`src/rtl/bcd_digit_counter_pkg.sv`:
```
// Shared constants and the BCD step helper for the single-digit BCD counter.
package bcd_digit_counter_pkg;

  localparam logic [0:0] ST_STOP = 1'b0;
  localparam logic [0:0] ST_RUN  = 1'b1;

  localparam logic [3:0] BCD_MAX = 4'd9;
  localparam logic [3:0] BCD_MIN = 4'd0;

  localparam int DEF_DIV   = 4;
  localparam int DEF_DIV_W = 27;

  typedef struct packed {
    logic [3:0] value;
    logic       wrap;
  } bcd_step_t;

  // One count step in the requested direction; wrap flags 9->0 / 0->9.
  function automatic bcd_step_t bcd_step(input logic [3:0] n, input logic up);
    bcd_step_t s;
    s.wrap  = 1'b0;
    s.value = n;
    if (up) begin
      if (n >= BCD_MAX) begin
        s.value = BCD_MIN;
        s.wrap  = 1'b1;
      end else begin
        s.value = n + 4'd1;
      end
    end else begin
      if (n == BCD_MIN) begin
        s.value = BCD_MAX;
        s.wrap  = 1'b1;
      end else begin
        s.value = n - 4'd1;
      end
    end
    return s;
  endfunction

endpackage

```
`src/rtl/bcd_digit_counter_prescaler.sv`:
```
// Clock prescaler: counts 0..DIV-1 while enabled, pulses tick on the last count.
module bcd_prescaler #(
  parameter int DIV   = 4,
  parameter int DIV_W = 27
) (
  input  logic clk,
  input  logic rst,
  input  logic en,
  input  logic clr,
  output logic tick
);

  localparam logic [DIV_W-1:0] DIV_M1 = DIV_W'(DIV - 1);

  logic [DIV_W-1:0] cnt_q, cnt_d;

  assign tick = en && (cnt_q == DIV_M1);

  always_comb begin
    // NOTE: every combinational output gets a default first so no latch is inferred.
    cnt_d = cnt_q + DIV_W'(1);
    if (!en || clr || tick) begin
      cnt_d = '0;
    end
  end

  // NOTE: sequential state uses non-blocking assignments so all flops update together.
  always_ff @(posedge clk or posedge rst) begin
    if (rst) begin
      cnt_q <= '0;
    end else begin
      cnt_q <= cnt_d;
    end
  end

endmodule

```
`src/rtl/bcd_digit_counter.sv`:
```
// Single-digit BCD up/down counter with prescaler, start/stop FSM and load.
// Optional macro BCD_AUTOSTOP_EN: stop on landing at the terminal value instead of free-running.
module bcd_digit_counter
  import bcd_digit_counter_pkg::*;
#(
  parameter int DIV   = DEF_DIV,
  parameter int DIV_W = DEF_DIV_W
) (
  input  logic       clk,
  input  logic       rst,
  input  logic       start,
  input  logic       stop,
  input  logic       up_dn,
  input  logic       load,
  input  logic [3:0] load_val,
  output logic       Q0,
  output logic       Q1,
  output logic       Q2,
  output logic       Q3,
  output logic       carry,
  output logic       running,
  output logic       load_err
);

  logic [0:0] state_q, state_d;
  logic [3:0] count_q, count_d;
  logic       carry_q, carry_d;
  logic       load_err_q, load_err_d;
  logic       presc_clr;
  logic       tick;
  bcd_step_t  nxt;

  bcd_prescaler #(
    .DIV   (DIV),
    .DIV_W (DIV_W)
  ) u_prescaler (
    .clk  (clk),
    .rst  (rst),
    .en   (state_q == ST_RUN),
    .clr  (presc_clr),
    .tick (tick)
  );

  // Priority: load > stop > start > tick. A start while running falls through to tick.
  always_comb begin
    state_d    = state_q;
    count_d    = count_q;
    carry_d    = 1'b0;
    load_err_d = 1'b0;
    presc_clr  = 1'b0;
    nxt        = bcd_step(count_q, up_dn);
    if (load) begin
      if (load_val <= BCD_MAX) begin
        count_d   = load_val;
        presc_clr = 1'b1;
      end else begin
        load_err_d = 1'b1;
      end
    end else if (stop) begin
      state_d   = ST_STOP;
      presc_clr = 1'b1;
    end else if (start && (state_q == ST_STOP)) begin
      state_d = ST_RUN;
    end else if (tick) begin
      count_d = nxt.value;
      carry_d = nxt.wrap;
`ifdef BCD_AUTOSTOP_EN
      if (nxt.value == (up_dn ? BCD_MAX : BCD_MIN)) begin
        carry_d = 1'b1;
        state_d = ST_STOP;
      end
`endif
    end
  end

  always_ff @(posedge clk or posedge rst) begin
    if (rst) begin
      state_q    <= ST_STOP;
      count_q    <= BCD_MIN;
      carry_q    <= 1'b0;
      load_err_q <= 1'b0;
    end else begin
      state_q    <= state_d;
      count_q    <= count_d;
      carry_q    <= carry_d;
      load_err_q <= load_err_d;
    end
  end

  assign Q0       = count_q[0];
  assign Q1       = count_q[1];
  assign Q2       = count_q[2];
  assign Q3       = count_q[3];
  assign carry    = carry_q;
  assign running  = state_q[0];
  assign load_err = load_err_q;

endmodule

```
`config.mk`:
```
export PLATFORM = sky130hd
export DESIGN_NAME = bcd_digit_counter
export DESIGN_NICKNAME = d
export VERILOG_FILES = /design/src/rtl/bcd_digit_counter_pkg.sv /design/src/rtl/bcd_digit_counter_prescaler.sv /design/src/rtl/bcd_digit_counter.sv
export SDC_FILE = /design/constraint.sdc
export NUM_CORES = 1
export LEC_CHECK = 0
export ABC_AREA = 1
export CAP_MARGIN = 15
export CORE_MARGIN = 2
export CORE_UTILIZATION = 55
export CTS_CLUSTER_SIZE = 14
export DETAILED_ROUTE_END_ITERATION = 7
export GPL_ROUTABILITY_DRIVEN = 0
export PLACE_DENSITY = 0.76
export SETUP_SLACK_MARGIN = 0.15
export SLEW_MARGIN = 30
export SYNTH_ARGS = -nofsm -noshare
export SYNTH_HDL_FRONTEND = slang
export SYNTH_SLANG_ARGS = --single-unit
```
`constraint.sdc`:
```
create_clock -name clk -period 1.65 [get_ports clk]
set_input_delay 0.2475 -clock clk [delete_from_list [all_inputs] [get_ports clk]]
set_output_delay 0.2475 -clock clk [all_outputs]
set_load 0.01 [all_outputs]
```
### Word-level counts from Yosys, hierarchy flattened

Index checks and enable logic that the tools add are counted.

| storage, ports and cells | value |
|---|---|
| bits in registers | 34 |
| latch bits | 0 |
| memory bits (writable) | 0 |
| memory bits (read-only) | 0 |
| input port bits | 10 |
| output and inout port bits | 7 |
| logic and storage cells | 48 |
| memories kept | 0 |

| operators by class | value |
|---|---|
| add/sub/neg operators | 3 |
| $mul | 0 |
| divide/modulo/power cells | 0 |
| magnitude comparators | 2 |
| eq/ne operators | 4 |
| shift operators | 0 |
| muxes and demuxes | 22 |
| bitwise operators | 2 |
| reduce and logical (&&, ||, !) cells | 10 |

Operators with widths:

| operator | number |
|---|---|
| two-way mux 4 bit | 7 |
| adder 27 x 1 -> 27 bit (second input constant) | 1 |
| equality test 27 x 2 -> 1 bit (second input constant) | 1 |
| two-way mux 27 bit | 1 |
| two-way mux 1 bit | 13 |
| two-way mux 5 bit | 1 |
| adder 4 x 1 -> 4 bit (second input constant) | 1 |
| >= comparator 4 bit (second input constant) | 1 |
| <= comparator 4 bit (second input constant) | 1 |
| zero test 4 bit | 1 |
| != test 2 x 1 -> 1 bit (second input constant) | 2 |
| AND reduction 4 bit | 1 |
| nonzero test 2 bit | 2 |
| subtractor 4 x 1 -> 4 bit (second input constant) | 1 |
| logical AND 1 bit | 2 |
| logical OR 1 bit | 2 |
| != test 2 bit (second input constant) | 1 |
| inverter 1 bit | 2 |
| AND reduction 2 bit | 1 |
| zero test 1 bit | 1 |

### Logic depth before layout (Yosys ltp)

| logic depth | value |
|---|---|
| word-level depth | 7 |
| gate-level depth with buffers | 11 |
| depth with buffers taken out | 11 |

### Cells and area by module

Synthesis repeated with hierarchy kept, for this count alone.

| unflattened totals | value |
|---|---|
| cell total of the unflattened synthesis | 344 |
| area total of the unflattened synthesis | 2336.0 µm² |

Modules (own cells, without submodules):

| module | instances | cells each | area each (µm²) | sequential area each (µm²) |
|---|---|---|---|---|
| bcd_prescaler | 1 | 262 | 1746.7 | 675.6 |
| bcd_digit_counter | 1 | 82 | 589.3 | 175.2 |

### Least setup slack after synthesis

Ideal clock, no wire load.

| timing path | value |
|---|---|
| path kind | flip-flop to flip-flop |
| start point | register u_prescaler.cnt_q[0] |
| end point | register u_prescaler.cnt_q[11] |
| library setup time | 0.119 ns |
| data arrival time | 1.397 ns |
| data required time | 1.531 ns |
| path slack | 0.135 ns |
| stages on the path, launching flop included | 10 |
| buffers on the path | 1 |
| period minus slack after synthesis | 1.515 ns |
| cells stage by stage | dfrtp_1 -> ha_1 -> nand2_1 -> inv_1 -> nand3_1 -> nor2_1 -> nand3_1 -> nand2_4 -> buf_6 -> nor2_1 |

| on the way | value |
|---|---|
| cells in the longest elaborated chain, start to end | 4 |
| elaborated cells on any way between the ends | 5 |
| those cells by class | add/sub (1); eq/ne (1); mux (1); reduce/logical (2) |

Ends and longest elaborated chain:

| element | RTL line | text |
|---|---|---|
| start: declaration | bcd_digit_counter_prescaler.sv:15 | `logic [DIV_W-1:0] cnt_q, cnt_d;` |
| start signal: assignment | bcd_digit_counter_prescaler.sv:32 | `cnt_q <= cnt_d;` |
| parallel branches: the longest is 3 deep, another holds adder 27 x 1 -> 27 bit | n/a |  |
| two-way mux 27 bit (*) | bcd_digit_counter_prescaler.sv:22 | `if (!en \|\| clr \|\| tick) begin` |
| via u_prescaler.cnt_d[11] | bcd_digit_counter_prescaler.sv:15 |  |

Mark *: on every way through the listed nets, which the timed path passes.
A chain may end at the register's enable or synchronous reset.

### Worst setup path in the final report

| timing path | value |
|---|---|
| start point | register count_q[0] |
| end point | register count_q[3] |

| on the way | value |
|---|---|
| cells in the longest elaborated chain, start to end | 7 |
| elaborated cells on any way between the ends | 11 |
| those cells by class | add/sub (2); order compare (1); mux (7); reduce/logical (1) |

Ends and longest elaborated chain:

| element | RTL line | text |
|---|---|---|
| start: declaration | bcd_digit_counter.sv:26 | `logic [3:0] count_q, count_d;` |
| start signal: assignment | bcd_digit_counter.sv:84 | `count_q <= count_d;` |
| subtractor 4 x 1 -> 4 bit, or another cell as far along | bcd_digit_counter_pkg.sv:35 | `s.value = n - 4'd1;` |
| two-way mux 4 bit, on equally long branches | bcd_digit_counter_pkg.sv:31, bcd_digit_counter_pkg.sv:24 |  |
| two-way mux 5 bit (*) | bcd_digit_counter_pkg.sv:23 | `if (up) begin` |
| two-way mux 4 bit (*) | bcd_digit_counter.sv:64 | `end else if (tick) begin` |
| two-way mux 4 bit (*) | bcd_digit_counter.sv:62 | `end else if (start && (state_q == ST_STOP)) begin` |
| two-way mux 4 bit (*) | bcd_digit_counter.sv:59 | `end else if (stop) begin` |
| two-way mux 4 bit (*) | bcd_digit_counter.sv:52 | `if (load) begin` |

Mark *: on every way between the ends. The rest lies on a longest branch, timed or not. The select of a mux whose other input is x is not followed.

==> impl_metrics.prom <==
# TYPE chip_impl_metric gauge
chip_impl_metric{name="synthCells",unit=""} 326
chip_impl_metric{name="grt_overflow",unit=""} 0
chip_impl_metric{name="io_pins",unit=""} 17
chip_impl_metric{name="p_total",unit="mW"} 2.21
chip_impl_metric{name="timing.setup.tns",unit="ps"} 0
chip_impl_metric{name="synth_cell_type_count",unit=""} 30
chip_impl_metric{name="share_comb_of_total_power",unit=""} 0.253
chip_impl_metric{name="final.fill_count",unit=""} 316
chip_impl_metric{name="route.antenna.remaining_nets",unit=""} 0
chip_impl_metric{name="finClkSkew",unit="ps"} 7.06
chip_impl_metric{name="total_leakage_power",unit="nW"} 1.27
chip_impl_metric{name="drc",unit=""} 0
chip_impl_metric{name="synth-simple-area-share",unit=""} 0.420
chip_impl_metric{name="regToRegSetupSlack",unit="ps"} 130
chip_impl_info{name="sort_of_element_at_the_start_of_the_critical_path",value="register"} 1
chip_impl_metric{name="die_area",unit="mm^2"} 0.00457
chip_impl_metric{name="rows",unit=""} 23
chip_impl_info{name="type_of_destination_of_the_critical_path",value="register"} 1
chip_impl_metric{name="critical_path.max_fanout",unit=""} 4
chip_impl_metric{name="synthArstFlopShare",unit=""} 1.00
chip_impl_metric{name="vias_in_the_first_global_route",unit=""} 1963
chip_impl_metric{name="routed_wire_length_per_instance",unit="um"} 13.5
chip_impl_metric{name="yosys_warnings",unit=""} 0
chip_impl_metric{name="area_delta_synth_final",unit="%"} 29.2
chip_impl_metric{name="clock_sink_count",unit=""} 34
chip_impl_metric{name="hold_buffers",unit=""} 0
chip_impl_metric{name="stdcell_area",unit="mm^2"} 0.00288
chip_impl_metric{name="vias",unit=""} 2252
chip_impl_metric{name="port_buffers",unit=""} 16
chip_impl_metric{name="core_area",unit="mm^2"} 0.00394
chip_impl_metric{name="timing.fmax",unit="MHz"} 658
chip_impl_metric{name="syn-num-nets",unit=""} 341
chip_impl_info{name="worst_r2r_startpoint",value="count_q[0]$_DFFE_PP0P_"} 1
chip_impl_metric{name="drt_iter0_markers",unit=""} 179
chip_impl_metric{name="design.final.nets",unit=""} 391
chip_impl_metric{name="synth.ff_latch_count",unit=""} 34
chip_impl_metric{name="worst_skew_pair_latency",unit="ps"} 290
chip_impl_metric{name="synth_enable_flop_cells",unit=""} 0
chip_impl_metric{name="seq_area_frac_synth",unit=""} 0.382
chip_impl_metric{name="grt_start_max_net_pins",unit=""} 35
chip_impl_metric{name="vdd.ir_drop.worst",unit="mV"} 0.483
chip_impl_info{name="hold_path.class",value="in -> async"} 1
chip_impl_metric{name="timing.critical_path.arrival",unit="ps"} 1700
chip_impl_metric{name="chipHeight",unit="um"} 67.6
chip_impl_info{name="run_status",value="finished, final reports clean"} 1
chip_impl_metric{name="setup_slack",unit="ps"} 130
chip_impl_info{name="largest_family_of_logic_cells_by_synthesized_area",value="simple AND/OR/NAND/NOR gates"} 1
chip_impl_metric{name="cts_max_level",unit=""} 2
chip_impl_metric{name="area_post_placement",unit="mm^2"} 0.00255
chip_impl_metric{name="synthXorXnorAreaFrac",unit=""} 0.0354
chip_impl_metric{name="final_hold_viol_count",unit=""} 0
chip_impl_metric{name="max_slew.worst_pin.slew",unit="ps"} 436
chip_impl_metric{name="reg_clk_slew_reported_paths",unit="ps"} 70
chip_impl_metric{name="floorplan.die.width",unit="um"} 67.6
chip_impl_metric{name="grt_usage",unit=""} 0.264
chip_impl_metric{name="ff2ff_path_depth",unit=""} 11
chip_impl_info{name="synth_top_cells_by_area",value="sky130_fd_sc_hd__dfrtp_1 (38%), sky130_fd_sc_hd__nand2_1 (17%), sky130_fd_sc_hd__nor2_1 (10%), sky130_fd_sc_hd__inv_1 (6.9%), sky130_fd_sc_hd__nand3_1 (4.7%)"} 1
chip_impl_metric{name="internal_power",unit="mW"} 1.57
chip_impl_metric{name="timing.final.crit_share",unit=""} 0.921
chip_impl_info{name="critPathKind",value="reg -> reg"} 1
chip_impl_metric{name="max_cap_violations",unit=""} 0
chip_impl_metric{name="grt_first_pass_wirelength",unit="um"} 8880
chip_impl_metric{name="report.final.setup_viol",unit=""} 0
chip_impl_info{name="post-synth-top-count-cell",value="sky130_fd_sc_hd__nand2_1"} 1
chip_impl_metric{name="avgViaCountPerCell",unit=""} 5.27
chip_impl_metric{name="power.switching",unit="mW"} 0.642
chip_impl_metric{name="cts_made_buffers",unit=""} 5
chip_impl_metric{name="detail_route.wirelength",unit="um"} 5780
chip_impl_metric{name="postSynthAreaPerCell",unit="um^2"} 6.83
chip_impl_metric{name="synth_compound_area_frac",unit=""} 0.0495
chip_impl_metric{name="multi_input_area",unit="mm^2"} 0.00132
chip_impl_metric{name="power_frac_clock",unit=""} 0.341
chip_impl_metric{name="clock_tree.buffer_depth",unit=""} 2
chip_impl_info{name="ys_dominant_reg_cell",value="sky130_fd_sc_hd__dfrtp_1"} 1
chip_impl_info{name="grt_setup_unrepaired",value="true"} 1
chip_impl_metric{name="start_util",unit=""} 0.565
chip_impl_metric{name="ff_latch_area",unit="um^2"} 852
chip_impl_metric{name="instances_no_fill",unit=""} 427
chip_impl_metric{name="multiplexer_share_of_the_synthesized_area",unit=""} 0
chip_impl_metric{name="placed_cells",unit=""} 406
chip_impl_info{name="synth_commonest_cells",value="sky130_fd_sc_hd__nand2_1 (98), sky130_fd_sc_hd__nor2_1 (60), sky130_fd_sc_hd__inv_1 (41)"} 1
chip_impl_metric{name="number_of_antenna_violations_at_the_first_check_in_global_routing",unit=""} 0
chip_impl_metric{name="power-per-cell-area",unit="mW/mm^2"} 768
chip_impl_metric{name="synth_adder_area_share",unit=""} 0.0281
chip_impl_info{name="tritoncts_clock_tree",value="done"} 1
chip_impl_info{name="clk_root_buffer_cell",value="sky130_fd_sc_hd__clkbuf_8"} 1
chip_impl_metric{name="fin_worst_hold_slack",unit="ps"} 365
chip_impl_metric{name="synth_top_area_share",unit=""} 0.382
chip_impl_metric{name="post-route-util",unit=""} 0.729
chip_impl_metric{name="detailedPlace.worstSlack",unit="ps"} -131
chip_impl_metric{name="antenna_cells_inserted",unit=""} 0
chip_impl_metric{name="p_sw_frac",unit=""} 0.291
chip_impl_info{name="post-synth-top-area-cell",value="sky130_fd_sc_hd__dfrtp_1"} 1
chip_impl_metric{name="critical_path_required",unit="ps"} 1830
chip_impl_info{name="crit_start",value="count_q[0]$_DFFE_PP0P_"} 1
chip_impl_metric{name="place_hpwl",unit="um"} 3990
chip_impl_metric{name="maxSlewViolCount",unit=""} 0
chip_impl_metric{name="synth_area",unit="mm^2"} 0.00223
chip_impl_metric{name="finalCriticalPeriod",unit="ps"} 1520
chip_impl_info{name="regToRegEndpoint",value="count_q[3]$_DFFE_PP0P_"} 1
chip_impl_metric{name="detailedRoute.firstPassIterationCount",unit=""} 5
chip_impl_metric{name="layout-drive-gt1-share",unit=""} 0.191
chip_impl_metric{name="seq_power_share",unit=""} 0.406
chip_impl_metric{name="max-slew-margin-rel",unit=""} 0.710
chip_impl_info{name="crit_end",value="count_q[3]$_DFFE_PP0P_"} 1
-- routing by layer --
layer,wire length [um],part of all wire,track usage
met5,0,0,0
met4,84,0.015,0.0893
met2,2830,0.49,0.425
met3,322,0.056,0.0467
met1,2550,0.44,0.357
-- cell families (layout without fill, tap and decap cells) --
family | after synthesis | after routing
simple gates | 216 | 218
buf+inv | 46 | 95
flops | 34 | 34
compound gates | 16 | 16
xor+xnor | 9 | 9
fa+ha+maj | 5 | 5
-- how the worst min path moves through the flow --
stage | slack, ps | end | cells past startpoint | start
global placement | 530 | u_prescaler.cnt_q[4]$_DFF_PP0_ | 1 | u_prescaler.cnt_q[4]$_DFF_PP0_
detailed placement | 540 | u_prescaler.cnt_q[4]$_DFF_PP0_ | 1 | u_prescaler.cnt_q[4]$_DFF_PP0_
global route | 390 | running$_DFFE_PP0P_ | 3 | load
finish | 360 | u_prescaler.cnt_q[26]$_DFF_PP0_ | 3 | rst
floorplan | 360 | running$_DFFE_PP0P_ | 1 | stop
CTS | 370 | u_prescaler.cnt_q[24]$_DFF_PP0_ | 3 | rst
-- power groups by stage --
stage	Clock, mW	Sequential, mW	Combinational, mW
floorplan	0	0.931	0.273
global placement	0	0.911	0.476
detailed placement	0	0.913	0.484
CTS	0.764	0.899	0.497
global route	0.813	0.899	0.616
finish	0.754	0.896	0.559
-- worst max-delay path, stage by stage (launching register included) --
cell                      delay (ps)
sky130_fd_sc_hd__dfrtp_1         400
sky130_fd_sc_hd__inv_1            80
sky130_fd_sc_hd__buf_4           150
sky130_fd_sc_hd__ha_1            230
sky130_fd_sc_hd__nand3_1         150
sky130_fd_sc_hd__nand3_1         100
sky130_fd_sc_hd__nand2_1          70
sky130_fd_sc_hd__nand2_1          50
sky130_fd_sc_hd__nand2_1          50
sky130_fd_sc_hd__nand2_1          40
sky130_fd_sc_hd__nand2_1          50
sky130_fd_sc_hd__nand2_1          40
-- sequential cells by signal, summed over array words and instances, names as in the netlist --
signal,cells
running,1
u_prescaler.cnt_q,27
count_q,4
carry,1
load_err,1
-- layout by cell type, fill, tap and decap left out, types with 2 or more instances in the layout --
master / netlist / routed
sky130_fd_sc_hd__a21oi_1: 7 / 6
sky130_fd_sc_hd__a21oi_2: 2 / 2
sky130_fd_sc_hd__a21oi_4: 1 / 2
sky130_fd_sc_hd__buf_4: 0 / 28
sky130_fd_sc_hd__clkbuf_1: 0 / 2
sky130_fd_sc_hd__clkbuf_8: 0 / 5
sky130_fd_sc_hd__clkdlybuf4s50_1: 0 / 12
sky130_fd_sc_hd__dfrtp_1: 34 / 33
sky130_fd_sc_hd__dlygate4sd2_1: 0 / 2
sky130_fd_sc_hd__dlymetal6s2s_1: 0 / 2
sky130_fd_sc_hd__ha_1: 5 / 3
sky130_fd_sc_hd__inv_1: 41 / 38
sky130_fd_sc_hd__inv_2: 2 / 5
sky130_fd_sc_hd__nand2_1: 98 / 93
sky130_fd_sc_hd__nand2_2: 2 / 6
sky130_fd_sc_hd__nand2_4: 1 / 3
sky130_fd_sc_hd__nand3_1: 21 / 19
sky130_fd_sc_hd__nand4_1: 7 / 7
sky130_fd_sc_hd__nor2_1: 60 / 54
sky130_fd_sc_hd__nor2_2: 3 / 6
sky130_fd_sc_hd__nor2_4: 1 / 4
sky130_fd_sc_hd__nor3_1: 14 / 14
sky130_fd_sc_hd__nor3_2: 2 / 2
sky130_fd_sc_hd__nor3b_1: 3 / 2
sky130_fd_sc_hd__o211ai_1: 2 / 2
sky130_fd_sc_hd__xnor2_1: 3 / 3
sky130_fd_sc_hd__xor2_1: 6 / 6
-- cell type report --
type,instances,area share
inverter,43,0.0561
multi-input combinational,248,0.459
tap,50,0.0218
sequential,34,0.296
timing repair buffer,44,0.130
clock inverter,1,0.0104
clock buffer,7,0.0265
-- timing repair --
action / CTS / global route
setup endpoints to repair: 34 / 34
buffers inserted: 2 / 9
pin swaps: 6 / 11
gates resized for setup: 16 / 17
gates cloned: 0 / 2
Note: power is estimated with default switching activity, not from simulation.
